[src/rtl/rat_branch_pkg.sv]
// Shared encodings for the RAT branch resolution stage.
// Branch-type codes, default interrupt vector and the condition helper.
package rat_branch_pkg;

   localparam logic [3:0] BT_NONE  = 4'h0;
   localparam logic [3:0] BT_BRCC  = 4'h1;
   localparam logic [3:0] BT_BRCS  = 4'h2;
   localparam logic [3:0] BT_BREQ  = 4'h3;
   localparam logic [3:0] BT_BRN   = 4'h4;
   localparam logic [3:0] BT_BRNE  = 4'h5;
   localparam logic [3:0] BT_CALL  = 4'h6;
   localparam logic [3:0] BT_RET   = 4'h7;
   localparam logic [3:0] BT_RETID = 4'h8;
   localparam logic [3:0] BT_RETIE = 4'h9;
   localparam logic [3:0] BT_SEI   = 4'hA;
   localparam logic [3:0] BT_CLI   = 4'hB;

   localparam logic [9:0] DEF_INT_VECTOR = 10'h3FF;

   // Only meaningful for the four conditional types.
   function automatic logic cond_taken(
      input logic [3:0] bt,
      input logic       c,
      input logic       z
   );
      logic t;
      t = 1'b0;
      case (bt)
         BT_BRCC: t = ~c;
         BT_BRCS: t = c;
         BT_BREQ: t = z;
         BT_BRNE: t = ~z;
         default: t = 1'b0;
      endcase
      return t;
   endfunction

endpackage

[src/rtl/return_addr_stack.sv]
// Circular return-address stack with write pointer and saturating count.
// A push when full overwrites the oldest entry; a pop when empty is ignored.
module return_addr_stack
   import rat_branch_pkg::*;
#(
   parameter int ADDR_W    = 10,
   parameter int RAS_DEPTH = 8
) (
   input  logic              clk,
   input  logic              rst_n,
   input  logic              push,
   input  logic              pop,
   input  logic [ADDR_W-1:0] push_data,
   output logic [ADDR_W-1:0] top,
   output logic              full,
   output logic              empty
);

   localparam int PW = $clog2(RAS_DEPTH);
   localparam int CW = PW + 1;

   logic [ADDR_W-1:0] mem_q [RAS_DEPTH];
   logic [PW-1:0]     wp_q;
   logic [PW-1:0]     wp_d;
   logic [CW-1:0]     cnt_q;
   logic [CW-1:0]     cnt_d;

   assign full  = (cnt_q == CW'(RAS_DEPTH));
   assign empty = (cnt_q == '0);
   assign top   = mem_q[wp_q - PW'(1)];

   always_comb begin
      wp_d  = wp_q;
      cnt_d = cnt_q;
      if (push) begin
         wp_d = wp_q + PW'(1);
         if (!full) begin
            cnt_d = cnt_q + CW'(1);
         end
      end else if (pop && !empty) begin
         wp_d  = wp_q - PW'(1);
         cnt_d = cnt_q - CW'(1);
      end
   end

   always_ff @(posedge clk or negedge rst_n) begin
      if (!rst_n) begin
         wp_q  <= '0;
         cnt_q <= '0;
         for (int i = 0; i < RAS_DEPTH; i++) begin
            mem_q[i] <= '0;
         end
      end else begin
         wp_q  <= wp_d;
         cnt_q <= cnt_d;
         if (push) begin
            mem_q[wp_q] <= push_data;
         end
      end
   end

endmodule

[src/rtl/branch_resolve_unit.sv]
// Execute-stage branch resolution: condition evaluation, redirect PC,
// return-address stack, interrupt entry, IE and flag shadow.
module branch_resolve_unit
   import rat_branch_pkg::*;
#(
   parameter int                ADDR_W     = 10,
   parameter int                RAS_DEPTH  = 8,
   parameter logic [ADDR_W-1:0] INT_VECTOR = ADDR_W'(DEF_INT_VECTOR)
) (
   input  logic              CLK,
   input  logic              RST_N,
   input  logic              VALID,
   input  logic [3:0]        BRANCH_TYPE,
   input  logic              C,
   input  logic              Z,
   input  logic [ADDR_W-1:0] PC,
   input  logic [ADDR_W-1:0] TARGET,
   input  logic              INT_REQ,
   output logic              BRANCH_TAKEN,
   output logic [ADDR_W-1:0] BRANCH_PC,
   output logic              INT_ACK,
   output logic              IE,
   output logic              FLAG_RESTORE,
   output logic              SHADOW_C,
   output logic              SHADOW_Z,
   output logic              RAS_OVF,
   output logic              RAS_UNF
);

   logic              ie_q, ie_d;
   logic              shc_q, shc_d;
   logic              shz_q, shz_d;
   logic              ovf_q, ovf_d;
   logic              unf_q, unf_d;

   logic              ras_push;
   logic              ras_pop;
   logic [ADDR_W-1:0] ras_wdata;
   logic [ADDR_W-1:0] ras_top;
   logic              ras_full;
   logic              ras_empty;

   return_addr_stack #(
      .ADDR_W    (ADDR_W),
      .RAS_DEPTH (RAS_DEPTH)
   ) u_ras (
      .clk       (CLK),
      .rst_n     (RST_N),
      .push      (ras_push),
      .pop       (ras_pop),
      .push_data (ras_wdata),
      .top       (ras_top),
      .full      (ras_full),
      .empty     (ras_empty)
   );

   always_comb begin
      BRANCH_TAKEN = 1'b0;
      BRANCH_PC    = '0;
      INT_ACK      = 1'b0;
      FLAG_RESTORE = 1'b0;
      ras_push     = 1'b0;
      ras_pop      = 1'b0;
      ras_wdata    = PC + ADDR_W'(1);
      ie_d         = ie_q;
      shc_d        = shc_q;
      shz_d        = shz_q;
      ovf_d        = ovf_q;
      unf_d        = unf_q;

      // Interrupt wins; the abandoned instruction re-executes on return.
      if (VALID && INT_REQ && ie_q) begin
         INT_ACK      = 1'b1;
         BRANCH_TAKEN = 1'b1;
         BRANCH_PC    = INT_VECTOR;
         ras_push     = 1'b1;
         ras_wdata    = PC;
         shc_d        = C;
         shz_d        = Z;
         ie_d         = 1'b0;
      end else if (VALID) begin
         case (BRANCH_TYPE)
            BT_BRCC, BT_BRCS, BT_BREQ, BT_BRNE: begin
               BRANCH_TAKEN = cond_taken(BRANCH_TYPE, C, Z);
               BRANCH_PC    = TARGET;
            end
            BT_BRN: begin
               BRANCH_TAKEN = 1'b1;
               BRANCH_PC    = TARGET;
            end
            BT_CALL: begin
               BRANCH_TAKEN = 1'b1;
               BRANCH_PC    = TARGET;
               ras_push     = 1'b1;
            end
            BT_RET, BT_RETID, BT_RETIE: begin
               BRANCH_TAKEN = 1'b1;
               ras_pop      = 1'b1;
               BRANCH_PC    = ras_empty ? '0 : ras_top;
               if (ras_empty) begin
                  unf_d = 1'b1;
               end
               if (BRANCH_TYPE == BT_RETID) begin
                  ie_d         = 1'b0;
                  FLAG_RESTORE = 1'b1;
               end
               if (BRANCH_TYPE == BT_RETIE) begin
                  ie_d         = 1'b1;
                  FLAG_RESTORE = 1'b1;
               end
            end
            BT_SEI:  ie_d = 1'b1;
            BT_CLI:  ie_d = 1'b0;
            default: ;
         endcase
      end

      if (ras_push && ras_full) begin
         ovf_d = 1'b1;
      end
   end

   always_ff @(posedge CLK or negedge RST_N) begin
      if (!RST_N) begin
         ie_q  <= 1'b0;
         shc_q <= 1'b0;
         shz_q <= 1'b0;
         ovf_q <= 1'b0;
         unf_q <= 1'b0;
      end else begin
         ie_q  <= ie_d;
         shc_q <= shc_d;
         shz_q <= shz_d;
         ovf_q <= ovf_d;
         unf_q <= unf_d;
      end
   end

   assign IE       = ie_q;
   assign SHADOW_C = shc_q;
   assign SHADOW_Z = shz_q;
   assign RAS_OVF  = ovf_q;
   assign RAS_UNF  = unf_q;

endmodule
[config.mk]
export PLATFORM = sky130hd
export DESIGN_NAME = branch_resolve_unit
export DESIGN_NICKNAME = d
export VERILOG_FILES = /design/src/rtl/rat_branch_pkg.sv /design/src/rtl/return_addr_stack.sv /design/src/rtl/branch_resolve_unit.sv
export SDC_FILE = /design/constraint.sdc
export NUM_CORES = 1
export LEC_CHECK = 0
export ABC_CLOCK_PERIOD_IN_PS = 2700
export CORE_MARGIN = 2
export CORE_UTILIZATION = 52
export CTS_CLUSTER_SIZE = 16
export DETAILED_ROUTE_END_ITERATION = 10
export PLACE_DENSITY_LB_ADDON = 0.25
export SLEW_MARGIN = 20
export SYNTH_ARGS = -nofsm -noshare
export SYNTH_HDL_FRONTEND = slang
export SYNTH_HIERARCHICAL = 1
export SYNTH_SLANG_ARGS = --single-unit
export TNS_END_PERCENT = 20
[constraint.sdc]
create_clock -name CLK -period 2.7 [get_ports CLK]
set_clock_uncertainty 0.05 [all_clocks]
set_input_delay 0.54 -clock CLK [delete_from_list [all_inputs] [get_ports CLK]]
set_output_delay 0.54 -clock CLK [all_outputs]
set_load 0.05 [all_outputs]
After elaboration in Yosys (flattened, before gate mapping) --
Index checks and enable logic that the tools add are counted.
Operators by class: add/subtract/negate cells 5, $lt $le $gt $ge 3, eq/ne operators 14, mux-type cells 37, bitwise logic cells 5, reductions and logical operators 17
Operators with widths (count):
- 80-bit bitwise mux | 1
- 10-bit 2-to-1 mux | 7
- 10-bit binary-select mux with 3-bit select | 1
- 10-bit demux with 3-bit select | 1
- 4-bit == test (second input constant) | 5
- 10-bit case mux with 2 select lines | 1
- 1-bit 2-to-1 mux | 18
- 4-bit by 3-bit == test with 1-bit output (second input constant) | 4
- 4-bit 2-to-1 mux | 3
- 10-bit by 1-bit adder with 10-bit output (second input constant) | 1
- 4-bit by 2-bit == test with 1-bit output (second input constant) | 2
- 4-bit >= comparator (second input constant) | 2
- 3-bit NOT with 4-bit output | 2
- 3-bit 2-to-1 mux | 2
- 6-bit OR reduction | 1
- 1-bit logical AND | 5
- 5-bit OR reduction | 1
- 4-bit by 1-bit adder with 4-bit output (second input constant) | 1
- 4-bit by 1-bit == test with 1-bit output (second input constant) | 1
- 4-bit zero test | 1
- 4-bit by 1-bit less-than comparator with 1-bit output (second input constant) | 1
- 4-bit inequality test (second input constant) | 1
- 1-bit case mux with 4 select lines | 1
- 4-bit AND reduction | 1
- other kinds (14) | 17
Storage, ports and cells: flip-flop bits (word level) 92, input bits 30, output and inout bits 18, logic and storage cells 96

Longest topological paths before layout --
depth after elaboration 9, depth in mapped cells 10, mapped depth without buffers 8

By module --
Netlist, hierarchy kept.
By module, submodules not included:
- return_addr_stack | instances 1, cells an instance 258, area an instance 4254.1 um2, seq. area each 2177.1 um2
- branch_resolve_unit | instances 1, cells an instance 82, area an instance 691.9 um2, seq. area each 125.1 um2

Worst setup path after synthesis --
OpenSTA, ideal clock, no wires.
path kind reg2out, start point register u_ras.wp_q[0], end point output BRANCH_PC[3], arrival 2.401 ns, data required time 2.110 ns, slack -0.291 ns, stages on the path, launching flop included 9, buffers on the path 2, cells stage by stage dfrtp_1 > buf_6 > inv_1 > ha_1 > dlymetal6s2s_1 > mux4_1 > mux2_2 > nor3b_1 > a221o_1
Between the ends: cells in the longest elaborated chain, start to end 9
RTL lines:
- from (decl) | RTL line return_addr_stack.sv:23 | logic [PW-1:0] wp_q;
- from (signal assigned) | RTL line return_addr_stack.sv:54 | wp_q <= wp_d;
- 3-bit by 1-bit subtractor with 3-bit output | RTL line return_addr_stack.sv:30 | assign top = mem_q[wp_q - PW'(1)];
- 3-bit NOT with 4-bit output (not written as such) | RTL line return_addr_stack.sv:30
- 10-bit binary-select mux with 3-bit select | RTL line return_addr_stack.sv:30
- 10-bit 2-to-1 mux (not written as such) (2 in a row) | RTL line return_addr_stack.sv:30
- via ras_top[3] | RTL line branch_resolve_unit.sv:39 | logic [ADDR_W-1:0] ras_top;
- 10-bit 2-to-1 mux | RTL line branch_resolve_unit.sv:99 | BRANCH_PC = ras_empty ? '0 : ras_top;
- 10-bit case mux with 2 select lines | RTL line branch_resolve_unit.sv:82 | case (BRANCH_TYPE)
- 10-bit 2-to-1 mux | RTL line branch_resolve_unit.sv:81 | end else if (VALID) begin
- 10-bit 2-to-1 mux | RTL line branch_resolve_unit.sv:72 | if (VALID && INT_REQ && ie_q) begin
- to (decl) | RTL line branch_resolve_unit.sv:20 | output logic [ADDR_W-1:0] BRANCH_PC,
The timed path passes the listed nets, and every way through them passes these cells. The select of a mux whose other input is x is not followed.

Worst setup path after layout --
Same ends and word-level chain as after synthesis.

==> reports/qor.yml <==
status: "complete, but fails checks"
failed_checks: "setup timing"
die_h_um: 102
fmax_ghz: 0.325
cts_buffers: 9
place_area_mm2: 0.00599
ios: 48
yosysMostFrequentCell: "dfrtp_1"
antenna_left: 0
drcViolationCount: 0
register_area_mm2: 0.00230
final_layout_size_suffix_gt1_share_pct: 45.8
min_period_ns: 3.08
wl_per_cell_um: 19.4
final_hold_viol_count: 0
track_usage_pct: 23.8
final_area_mm2: 0.00628
io_buffers: 47
cts_sinks: 92
fin_ws_ns: -0.379
synth_edf_count: 0
reg2reg_setup_slack_ns: 0.70
seq_area_frac_synth_pct: 46.5
ys_top_cells_by_count: "dfrtp_1, mux2_2, nand2_1, mux4_1"
clkTransAtPathRegs_ns: 0.10
cp_data_arrival_time_ns: 2.49
hp-class: "in2async"
synth_cell_types: 59
slew_violations: 0
cp_top_family: "multiplexers"
cts_tree: "done"
htree_levels: 3
critPathSlowestCell: "dfrtp_2"
syn-instance-count: 340
cp_slowest_stage_delay_ns: 0.44
drt-initial-drc-count: 142
async_flop_share_pct: 100
startpoint_type: "flop"
clockBufferDepth: 2
power_mw: 6.57
grt_max_degree: 38
synth_fp_nets: 376
setup_viol: 10
synth.area.top_cells: "dfrtp_1, mux2_2, mux4_1"
cp_data_required_time_ns: 2.11
vias: 3323
coreArea_mm2: 0.00924
fp-row-count: 35
cp_cell_sequence: "inv_2 -> ha_4 -> mux4_2 -> mux2_4 -> nor3b_1 -> a221o_2 -> buf_6"
timing.hold.ws_ns: 0.0784
gr-total-overflow: 0
synth_top_area_cell: "dfrtp_1"
synth.ff_latch_count: 92
vias_per_cell: 5.76
power.density_mw_per_mm2: 1050
post-place-ws_ns: -0.400
yosys_warnings: 6
nets: 479
finalWirelength_um: 11200
antenna_cells: 0
synth_top_flop_cell: "dfrtp_1"
postSynthAreaPerCell_um2: 14.5
max-slew-margin-rel_pct: 56.3
synth_area_mm2: 0.00495
start_util_pct: 53.5
rsz0062_at_grt: "true"
cap_violations: 0
period_share_pct: 114
first_pass_iters: 4
grt_pass1_vias: 3540
die_area_mm2: 0.0103
p_leak_nw: 2.90
cts-root-buf: "clkbuf_8"
dpl.hpwl_um: 7880
grt_first_pass_wirelength_um: 18500
layout-area-overhead-vs-synth_pct: 27.0
place_congestion: 0.829
ir_drop_mv: 0.513
fillerInstances: 643
path_max_fanout: 8
antenna_found_initial: 0
multiInputGateArea_mm2: 0.00253
endpoint_kind: "output pin"
path_buf_inv: 2
synth_top_area_share_pct: 46.5
clock_latency_ns: 0.36
worstMarginPinSlew_ns: 0.647
critPathKind: "reg2out"
die_w_um: 102
-- flip-flops by register name, summed over array words and instances, names as in the netlist --
| signal | cells |
|---|---|
| IE | 1 |
| RAS_OVF | 1 |
| RAS_UNF | 1 |
| SHADOW_C | 1 |
| SHADOW_Z | 1 |
| u_ras/cnt_q | 4 |
| u_ras/mem_q | 80 |
| u_ras/wp_q | 3 |
-- cell usage in the layout, fill, tap and decap left out, types with 2 or more instances in the layout --
master,Yosys,final
a21oi_1,4,4
a221o_1,10,9
and2_1,3,3
and3_1,3,3
buf_12,0,11
buf_4,2,49
buf_6,7,13
clkbuf_8,0,10
clkdlybuf4s50_1,0,33
dfrtp_1,92,91
ha_1,5,4
inv_1,3,2
mux2_2,79,75
mux2_4,10,14
mux4_1,15,13
mux4_2,4,6
nand2_1,19,19
nand2b_1,4,4
nand3_1,5,4
nand4_1,4,4
nand4_2,3,3
nand4b_1,3,3
nor2_1,5,5
nor3_1,4,3
nor3_4,3,5
nor3b_1,3,3
o21ai_0,2,2
xnor2_1,10,10
xor2_1,4,4
-- routing by layer --
metal / up-vias / GRT usage [%] / routed length [um]
met3: 13 / 3.93 / 442
met4: 0 / 7.59 / 171
li1: 1503 / - / -
met2: 72 / 38.5 / 5520
met1: 1735 / 33.1 / 5040
met5: - / 0 / 0
-- power by group --
part	internal [mW]	leakage, nW	switching [mW]
Combinational	1.90	1.62	1.36
Sequential	2.00	1.17	0.356
Clock	0.457	0.0999	0.495
Total	4.35	2.90	2.21
-- timing repair --
item / 4_1_cts / 5_1_grt
setup buffers: 2 / 0
endpoints found under the hold margin: 0 / 0
hold buffers: 0 / 0
setup endpoints to repair: 10 / 11
gates resized for setup: 14 / 8
pin swaps: 3 / 2
-- per-stage QoR --
stage | instances | util [%] | setup TNS [ns]
finish | 577 | 68.0 | -3.22
global route | 577 | 68.0 | -3.99
CTS | 577 | 67.6 | -3.38
detailed placement | 559 | 64.8 | -6.77
global placement | 559 | 64.8 | -5.60
floorplan | 340 | - | -0.825
-- worst reg2reg max path: stages, from the launching register on --
cell and delay [ns]:
dfrtp_1 0.43, nand3_2 0.15, clkinv_1 0.10, buf_4 0.20, nor4bb_1 0.36, xor2_1 0.11
buf_4 0.18, mux2_1 0.31
-- final cells by class --
cell class	instances	area share [%]
Timing Repair Buffer	106	17.0
Clock buffer	11	2.25
Multi-Input combinational cell	229	40.3
Tap cell	129	2.57
Inverter	5	0.339
Sequential cell	92	36.7
Clock inverter	5	0.956
-- final timing paths --
check                              start         endpoint  cells after the start
hold / removal                     RST_N  u_ras/mem_q[16]                      1
setup / recovery           u_ras/wp_q[0]     BRANCH_PC[3]                      7
hold reg to reg                  RAS_OVF          RAS_OVF                      1
setup reg to reg                      IE  u_ras/mem_q[57]                      7
max in group asynchronous          RST_N  u_ras/mem_q[32]                      2
min in group CLK                 RAS_OVF          RAS_OVF                      1
-- kinds of logic (layout without fill, tap and decap cells) --
| family | after synthesis | in the layout | synth area share, % |
|---|---|---|---|
| XOR/XNOR | 15 | 15 | 3.04 |
| multiplexers | 110 | 110 | 31.5 |
| adder cells (fa/ha/maj) | 6 | 6 | 1.67 |
| AO/OA/AOI/OAI | 28 | 28 | 4.81 |
| AND/OR/NAND/NOR | 70 | 70 | 9.08 |
| buffers and inverters | 19 | 127 | 3.31 |
| flip-flops | 92 | 92 | 46.5 |
Power figures use the tool's default switching activity.
